File: src/rtl/frequency_analyzer.sv
// Counts synchronized rising edges of signal_in between start and stop strobes.
// Define PERIOD_MEASURE_EN to add last_period (cycles between the last two counted edges).
module frequency_analyzer #(
    parameter int COUNTER_WIDTH = 32,
    parameter int SYNC_STAGES   = 2,
    parameter int PERIOD_WIDTH  = 32
) (
    input  logic                     clock,
    input  logic                     reset,
    input  logic                     enable,
    input  logic                     start,
    input  logic                     stop,
    input  logic                     signal_in,
    output logic [COUNTER_WIDTH-1:0] frequency,
    output logic                     overflow,
    output logic                     result_valid,
    output logic                     busy
`ifdef PERIOD_MEASURE_EN
    ,
    output logic [PERIOD_WIDTH-1:0]  last_period
`endif
);

    typedef enum logic {IDLE, COUNTING} state_t;

    state_t                   state, state_next;
    logic [SYNC_STAGES-1:0]   sync_q;
    logic                     sync_prev, start_prev, stop_prev;
    logic                     sig_edge, start_rise, stop_rise;
    logic [COUNTER_WIDTH-1:0] counter, counter_next, cnt_inc, frequency_next;
    logic                     sat, sat_next, sat_inc, overflow_next, valid_next;

    assign sig_edge   = sync_q[SYNC_STAGES-1] & ~sync_prev;
    assign start_rise = start & ~start_prev;
    assign stop_rise  = stop & ~stop_prev;
    assign busy       = (state == COUNTING);

    // Edge detectors run every cycle regardless of enable, so strobes seen while disabled are lost.
    // NOTE: non-blocking assignments keep every flop sampling pre-edge values, like real hardware.
    always_ff @(posedge clock) begin
        if (!reset) begin
            sync_q     <= '0;
            sync_prev  <= 1'b0;
            start_prev <= 1'b0;
            stop_prev  <= 1'b0;
        end else begin
            sync_q     <= {sync_q[SYNC_STAGES-2:0], signal_in};
            sync_prev  <= sync_q[SYNC_STAGES-1];
            start_prev <= start;
            stop_prev  <= stop;
        end
    end

    always_ff @(posedge clock) begin
        if (!reset) begin
            state        <= IDLE;
            counter      <= '0;
            sat          <= 1'b0;
            frequency    <= '0;
            overflow     <= 1'b0;
            result_valid <= 1'b0;
        end else begin
            state        <= state_next;
            counter      <= counter_next;
            sat          <= sat_next;
            frequency    <= frequency_next;
            overflow     <= overflow_next;
            result_valid <= valid_next;
        end
    end

    always_comb begin
        // NOTE: every output of this block gets a default first, so no path can infer a latch.
        state_next     = state;
        counter_next   = counter;
        sat_next       = sat;
        frequency_next = frequency;
        overflow_next  = overflow;
        valid_next     = 1'b0;
        cnt_inc        = counter;
        sat_inc        = sat;

        if (sig_edge) begin
            if (&counter) sat_inc = 1'b1;
            else          cnt_inc = counter + COUNTER_WIDTH'(1);
        end

        if (enable) begin
            unique case (state)
                IDLE: begin
                    if (start_rise) begin
                        state_next   = COUNTING;
                        counter_next = '0;
                        sat_next     = 1'b0;
                    end
                end
                COUNTING: begin
                    counter_next = cnt_inc;
                    sat_next     = sat_inc;
                    if (stop_rise) begin
                        frequency_next = cnt_inc;
                        overflow_next  = sat_inc;
                        valid_next     = 1'b1;
                        state_next     = IDLE;
                    end
                    // A start rise (alone or with stop) reopens a fresh window; a coincident edge is dropped.
                    if (start_rise) begin
                        counter_next = '0;
                        sat_next     = 1'b0;
                        state_next   = COUNTING;
                    end
                end
                default: state_next = IDLE;
            endcase
        end
    end

`ifdef PERIOD_MEASURE_EN
    logic [PERIOD_WIDTH-1:0] period_cnt, period_cnt_next, pc_inc;
    logic [PERIOD_WIDTH-1:0] interval_q, interval_next, last_period_next;
    logic [1:0]              seen, seen_next;

    always_ff @(posedge clock) begin
        if (!reset) begin
            period_cnt  <= '0;
            interval_q  <= '0;
            seen        <= '0;
            last_period <= '0;
        end else begin
            period_cnt  <= period_cnt_next;
            interval_q  <= interval_next;
            seen        <= seen_next;
            last_period <= last_period_next;
        end
    end

    // interval_q holds the distance between the two most recent counted edges; seen saturates at 2.
    always_comb begin
        period_cnt_next  = period_cnt;
        interval_next    = interval_q;
        seen_next        = seen;
        last_period_next = last_period;
        pc_inc           = (&period_cnt) ? period_cnt : period_cnt + PERIOD_WIDTH'(1);

        if (enable) begin
            if (state == COUNTING) begin
                period_cnt_next = sig_edge ? '0 : pc_inc;
                if (sig_edge) begin
                    interval_next = pc_inc;
                    seen_next     = (seen == 2'd2) ? seen : seen + 2'd1;
                end
                if (stop_rise)
                    last_period_next = (seen_next == 2'd2) ? interval_next : '0;
            end
            if (start_rise) begin
                period_cnt_next = '0;
                seen_next       = '0;
            end
        end
    end
`endif

endmodule
File: config.mk
export PLATFORM = sky130hd
export DESIGN_NAME = frequency_analyzer
export DESIGN_NICKNAME = d
export VERILOG_FILES = /design/src/rtl/frequency_analyzer.sv
export SDC_FILE = /design/constraint.sdc
export NUM_CORES = 1
export LEC_CHECK = 0
export ABC_AREA = 1
export CORE_UTILIZATION = 53
export DETAILED_ROUTE_END_ITERATION = 7
export PLACE_DENSITY = 0.75
export SETUP_SLACK_MARGIN = 0.02
export SLEW_MARGIN = 20
export SYNTH_ARGS = -nofsm -noshare
export SYNTH_HDL_FRONTEND = slang
export SYNTH_SLANG_ARGS = --single-unit
File: constraint.sdc
create_clock -name clock -period 5.15 [get_ports clock]
set_clock_uncertainty 0.2 [all_clocks]
set_input_delay 0.515 -clock clock [delete_from_list [all_inputs] [get_ports clock]]
set_output_delay 0.515 -clock clock [all_outputs]
set_load 0.005 [all_outputs]
==> impl_metrics.tcl, run 1 <==
set metrics [dict create \
    clk_latency_ps 360 \
    leakage_nw 1.89 \
    syn_inst 620 \
    placed_area_sq_um 4430 \
    start_util 0.552 \
    portBuffers 40 \
    synth.area.top_cells "dfxtp_1, nand2_1, inv_1" \
    track_usage 0.255 \
    crit_path_end_kind "register" \
    synthToLayoutAreaGrowth_pct 14.9 \
    yosysMostFrequentCell "nand2_1" \
    period_share 0.539 \
    vias_per_cell 5.18 \
    drv_cap 0 \
    grt_pass1_wl_mm 15.6 \
    vias 3884 \
    path_class "in2reg" \
    die_w_microns 89.1 \
    antenna_left 0 \
    rsz0062_at_grt "no" \
    cp.required_ps 5250 \
    final_util 0.634 \
    worst_r2r_path_depth 8 \
    cts_inserted_buffers 9 \
    syn_avg_cell_area_sq_um 6.49 \
    yosysTopAreaCell "dfxtp_1" \
    use_met2 0.418 \
    finalCriticalPeriod_ps 2780 \
    antenna_cells 0 \
    num_io_pins 41 \
    clk_pin_slew_ps 80 \
    clockRootBuffer "clkbuf_8" \
    ir_drop_uv 156 \
    synth_warnings 0 \
    tritoncts "built" \
    worstHoldStart "sync_q[0]" \
    critPathLaunchType "input port" \
    dpl.cell_count 734 \
    cts_resized 0 \
    drtIter0Drc 244 \
    synth_ff_type "dfxtp_1" \
    cts_setup_buffers 0 \
    p_per_area_nw_per_um2 234 \
    cp_max_fo 31 \
    place_hpwl_mm 6.53 \
    status "finished clean" \
    setup_viol 0 \
    worst-r2r-setup-slack_ps 2680 \
    cts_max_level 3 \
    overflow 0 \
    slew_headroom 0.268 \
    grt_start_max_net_pins 46 \
    hold_slack_ps 215 \
    max_slew.worst_pin.slew_ps 1100 \
    die_area_sq_um 7950 \
    hold_path_depth 2 \
    cpLargestDelayFamily "buffers and inverters" \
    total_power_mw 1.08 \
    final_net_count 653 \
    ys_types 31 \
    critical_path_arrival_ps 2880 \
    fin_area_sq_um 4620 \
    cp_slowest_cell "inv_1" \
    cts_hold_buffers 0 \
    core_sq_um 7290 \
    synth_enable_flop_cells 0 \
    row_count 31 \
    synth_top_area_frac 0.363 \
    fin_cells 750 \
    grt_pass1_vias 3427 \
    fp.dieH_microns 89.1 \
    synthesis.nets 627 \
    hold_viol 0 \
    setup_ws_ps 2370 \
    setup_tns_ps 0 \
    grtUsageMet3 0.0452 \
    drtPass1Iterations 5 \
    drive_gt1_frac 0.0860 \
    async_flop_share 0 \
    antenna_found_initial 0 \
    max_stage_delay_ps 690 \
    pre_cts_ws_ps 2000 \
    wl_per_cell_microns 12.6 \
    place_congestion 0.913 \
    synth_area_sq_um 4020 \
    drt_wl_total_mm 9.44 \
    seq_area_frac_synth 0.363 \
    ys_ff_latch 73 \
    grt-busiest-layer "met2" \
    crit_buf_inv 4 \
    r2r-end "counter[29]" \
    grt_use_met1 0.328 \
    fillers 692 \
    drcViolationCount 0 \
    synth_common_cells "nand2_1, dfxtp_1, inv_1" \
    max_freq_mhz 360 \
    worstPathCellList "clkdlybuf4s50_1, nand4_1, inv_1, buf_4, nor2_1, nor2_1, o21ai_0, inv_1" \
    min_to "sync_q[1]" \
    cts_buffer_depth 2 \
    drv_slew 0 \
    r2r-start "sync_q[1]" \
    clkSinkCount 73 \
    hold_path.class "reg2reg" \
]
## worst register-to-register path: stages, from the launching register on
cell,delay (ps)
dfxtp_1,330
nand2_1,290
inv_1,550
nand4_1,350
nor2_1,290
nand2_1,80
nand2_1,100
nand3_1,70
a21oi_1,130
## flip-flops by register name, summed over array words and instances (netlist names)
register	count
overflow	1
result_valid	1
stop_prev	1
sync_q	2
start_prev	1
frequency	32
counter	32
busy	1
sync_prev	1
sat	1
## layout by cell type (no fill, tap or decap)
master           instances
a21oi_1                 48
nor2_8                   1
clkinv_4                 3
nand4_1                 12
nor3_1                   3
nand2_4                  2
nand3b_2                 1
nor2_4                   2
o211a_1                  1
o21ai_1                  2
inv_2                    2
nand3b_1                 2
nand3_2                 20
nand3_1                 33
clkdlybuf4s50_1         40
clkbuf_8                 9
ha_1                     1
and2_1                   2
a21o_1                   6
bufinv_16                1
clkinv_2                 3
dfxtp_1                 73
buf_4                    2
nand2_2                  5
xnor2_1                  3
nor2_2                   3
nor2_1                  68
xor2_1                   3
o21ai_0                 31
nand2_1                197
inv_1                   70
a21oi_2                  1
nand3_4                  1
## final cells by class
| cell class | instances | area [sq um] | share of cell area |
|---|---|---|---|
| sequential | 73 | 1460 | 0.316 |
| multi-input combinational | 448 | 2160 | 0.466 |
| tap | 99 | 124 | 0.0268 |
| timing repair buffer | 42 | 415 | 0.0899 |
| clock inverter | 7 | 71.3 | 0.0154 |
| inverter | 72 | 270 | 0.0585 |
| clock buffer | 9 | 124 | 0.0268 |
## layer usage
layer  wire, microns  share of wire
met1            4450           0.47
met2            4260           0.45
met3             562          0.060
met4             170          0.018
met5               0              0
## how the worst max path moves through the flow
stage          cells after the start       endpoint        from
3_5_place_dp                       8  frequency[24]      enable
2_1_floorplan                     13   frequency[1]  counter[0]
6_report                           8  frequency[24]      enable
3_3_place_gp                       8   frequency[7]      enable
4_1_cts                            6  frequency[29]      enable
5_1_grt                            8  frequency[24]      enable
## cell families after synthesis
logic type      after synthesis  synth area share
compound gates               89             0.117
xor+xnor                      6            0.0131
fa+ha+maj                     1           0.00311
buf+inv                      99             0.102
flops                        73             0.363
simple gates                352             0.402
## where the power goes
part           internal, mW  switching (mW)
Clock                 0.223           0.227
Sequential            0.572         0.00380
Combinational        0.0216          0.0348
Total                 0.817           0.266
(Power assumes the default switching activity.)
==> run 2: changes to the inputs <==
clock period = 2.79 ns   (was 5.15 ns; I/O delays follow)
==> run 2 against run 1 <==
Effect of this change:
- critical path depth up 4
- largest power group unchanged
- sequential cell count did not move
- highest routed layer unchanged
- global-route usage is 0.50 points higher
- wire length is 0.40% higher
- first-iteration DRC count down 18%
- core utilization up 0.39 points
- clock-buffer cell count is 4 higher
- worst hold slack gained 4.2 ps
- die area stayed put
- worst setup slack worse by 1900 ps
- via count grew 0.70%
==> impl_metrics.tcl, run 2 (synthesized netlist as in run 1, its figures left out) <==
set metrics [dict create \
    vias_per_cell 5.18 \
    drv_slew 0 \
    clk_pin_slew_ps 70 \
    drtPass1Iterations 5 \
    finalCriticalPeriod_ps 2300 \
    cp_slowest_cell "dfxtp_1" \
    rsz0062_at_grt "no" \
    crit_path_end_kind "register" \
    grt_start_max_net_pins 57 \
    die_w_microns 89.1 \
    overflow 0 \
    hold_viol 0 \
    crit_buf_inv 3 \
    worstPathCellList "ha_1, inv_1, nor2_1, nand2_4, nor2_8, nand3_4, buf_12, nand2_1, nand2_1, nand2_1, a21o_1, inv_1" \
    final_util 0.638 \
    crit_top_cell "nand2_1" \
    setup_viol 0 \
    path_class "reg2reg" \
    setup_tns_ps 0 \
    tritoncts "built" \
    cts_resized 0 \
    place_hpwl_mm 6.61 \
    antenna_cells 0 \
    drtIter0Drc 201 \
    drcViolationCount 0 \
    p_per_area_nw_per_um2 414 \
    grt_pass1_wl_mm 15.9 \
    drv_cap 0 \
    final_cell_mix "nand2_1, dfxtp_1, inv_1" \
    cts_buffer_depth 2 \
    fp.dieH_microns 89.1 \
    die_area_sq_um 7950 \
    clk_latency_ps 350 \
    cp.required_ps 2840 \
    wl_per_cell_microns 12.6 \
    place_congestion 0.885 \
    max_slew.worst_pin.slew_ps 1050 \
    cts_inserted_buffers 9 \
    start_util 0.552 \
    critPathLaunchType "register" \
    critical_path_arrival_ps 2360 \
    cts_max_level 3 \
    period_share 0.826 \
    leakage_nw 1.91 \
    final_net_count 658 \
    clockRootBuffer "clkbuf_8" \
    antenna_left 0 \
    cts_setup_buffers 0 \
    cpLargestDelayFamily "simple AND/OR/NAND/NOR gates" \
    synthToLayoutAreaGrowth_pct 15.6 \
    max_stage_delay_ps 410 \
    num_io_pins 41 \
    clkSinkCount 73 \
    final_common_cell "nand2_1" \
    drive_gt1_frac 0.0899 \
    max_freq_mhz 434 \
    ir_drop_uv 299 \
    portBuffers 40 \
    drt_wl_total_mm 9.48 \
    status "finished clean" \
    row_count 31 \
    top_regs "counter: 32 flops, frequency: 32 flops, sync_q: 2 flops" \
    slew_headroom 0.297 \
    hold_path.class "reg2reg" \
    cp_max_fo 27 \
    track_usage 0.260 \
    vias 3911 \
    core_sq_um 7290 \
    grt_pass1_vias 3469 \
    antenna_found_initial 0 \
    cts_hold_buffers 0 \
]
run 2: cell types whose count changed in the layout (fill, tap and decap cells not counted), sizes merged:
cell,delta
clkbuf,+4
clkinv,-3
buf,+5
bufinv,-1
run 2: tightest hold or removal path, cell delays in order, from the launching register on:
cell and delay, ps:
dfxtp_1 310, nand2_1 50, inv_1 40
run 2: cell type report:
cell class | count | area [sq um]
Fill cell | 714 | 2640
Multi-Input combinational cell | 448 | 2160
Tap cell | 99 | 124
Clock inverter | 3 | 15.0
Timing Repair Buffer | 47 | 465
Sequential cell | 73 | 1460
Inverter | 72 | 270
Clock buffer | 13 | 159
run 2: routing by layer:
| layer | global-route usage | share of wire | vias up |
|---|---|---|---|
| met5 | 0 | 0 | - |
| met4 | 0.0924 | 0.018 | 0 |
| met3 | 0.0536 | 0.045 | 15 |
| met2 | 0.414 | 0.45 | 98 |
| met1 | 0.348 | 0.49 | 1784 |
| li1 | - | - | 2014 |
run 2: final timing paths:
check / startpoint / to / slack [ps] / depth (start not counted)
setup reg to reg: counter[0] / frequency[11] / 490 / 12
hold reg to reg: sync_q[0] / sync_q[1] / 220 / 2
setup / recovery: counter[0] / frequency[11] / 490 / 12
hold / removal: sync_q[0] / sync_q[1] / 220 / 2
run 2: where the power goes:
part	leakage [nW]	internal, mW	switching [mW]
Combinational	1.23	0.0424	0.0639
Sequential	0.590	1.06	0.00725
Clock	0.0932	0.368	0.387
Total	1.91	1.47	0.458
run 2: per-stage QoR:
step / setup slack [ps] / instance area (sq um) / total power, mW / std cells / hold slack (ps)
6_report: 486 / 4650 / 1.92 / 755 / 219
5_1_grt: 317 / 4650 / 2.00 / 755 / 262
4_1_cts: 490 / 4650 / 1.93 / 755 / 225
3_5_place_dp: 409 / 4480 / 1.20 / 739 / 208
3_3_place_gp: 518 / 4480 / 1.19 / 739 / 194
2_1_floorplan: 900 / 4020 / 1.15 / 620 / 172
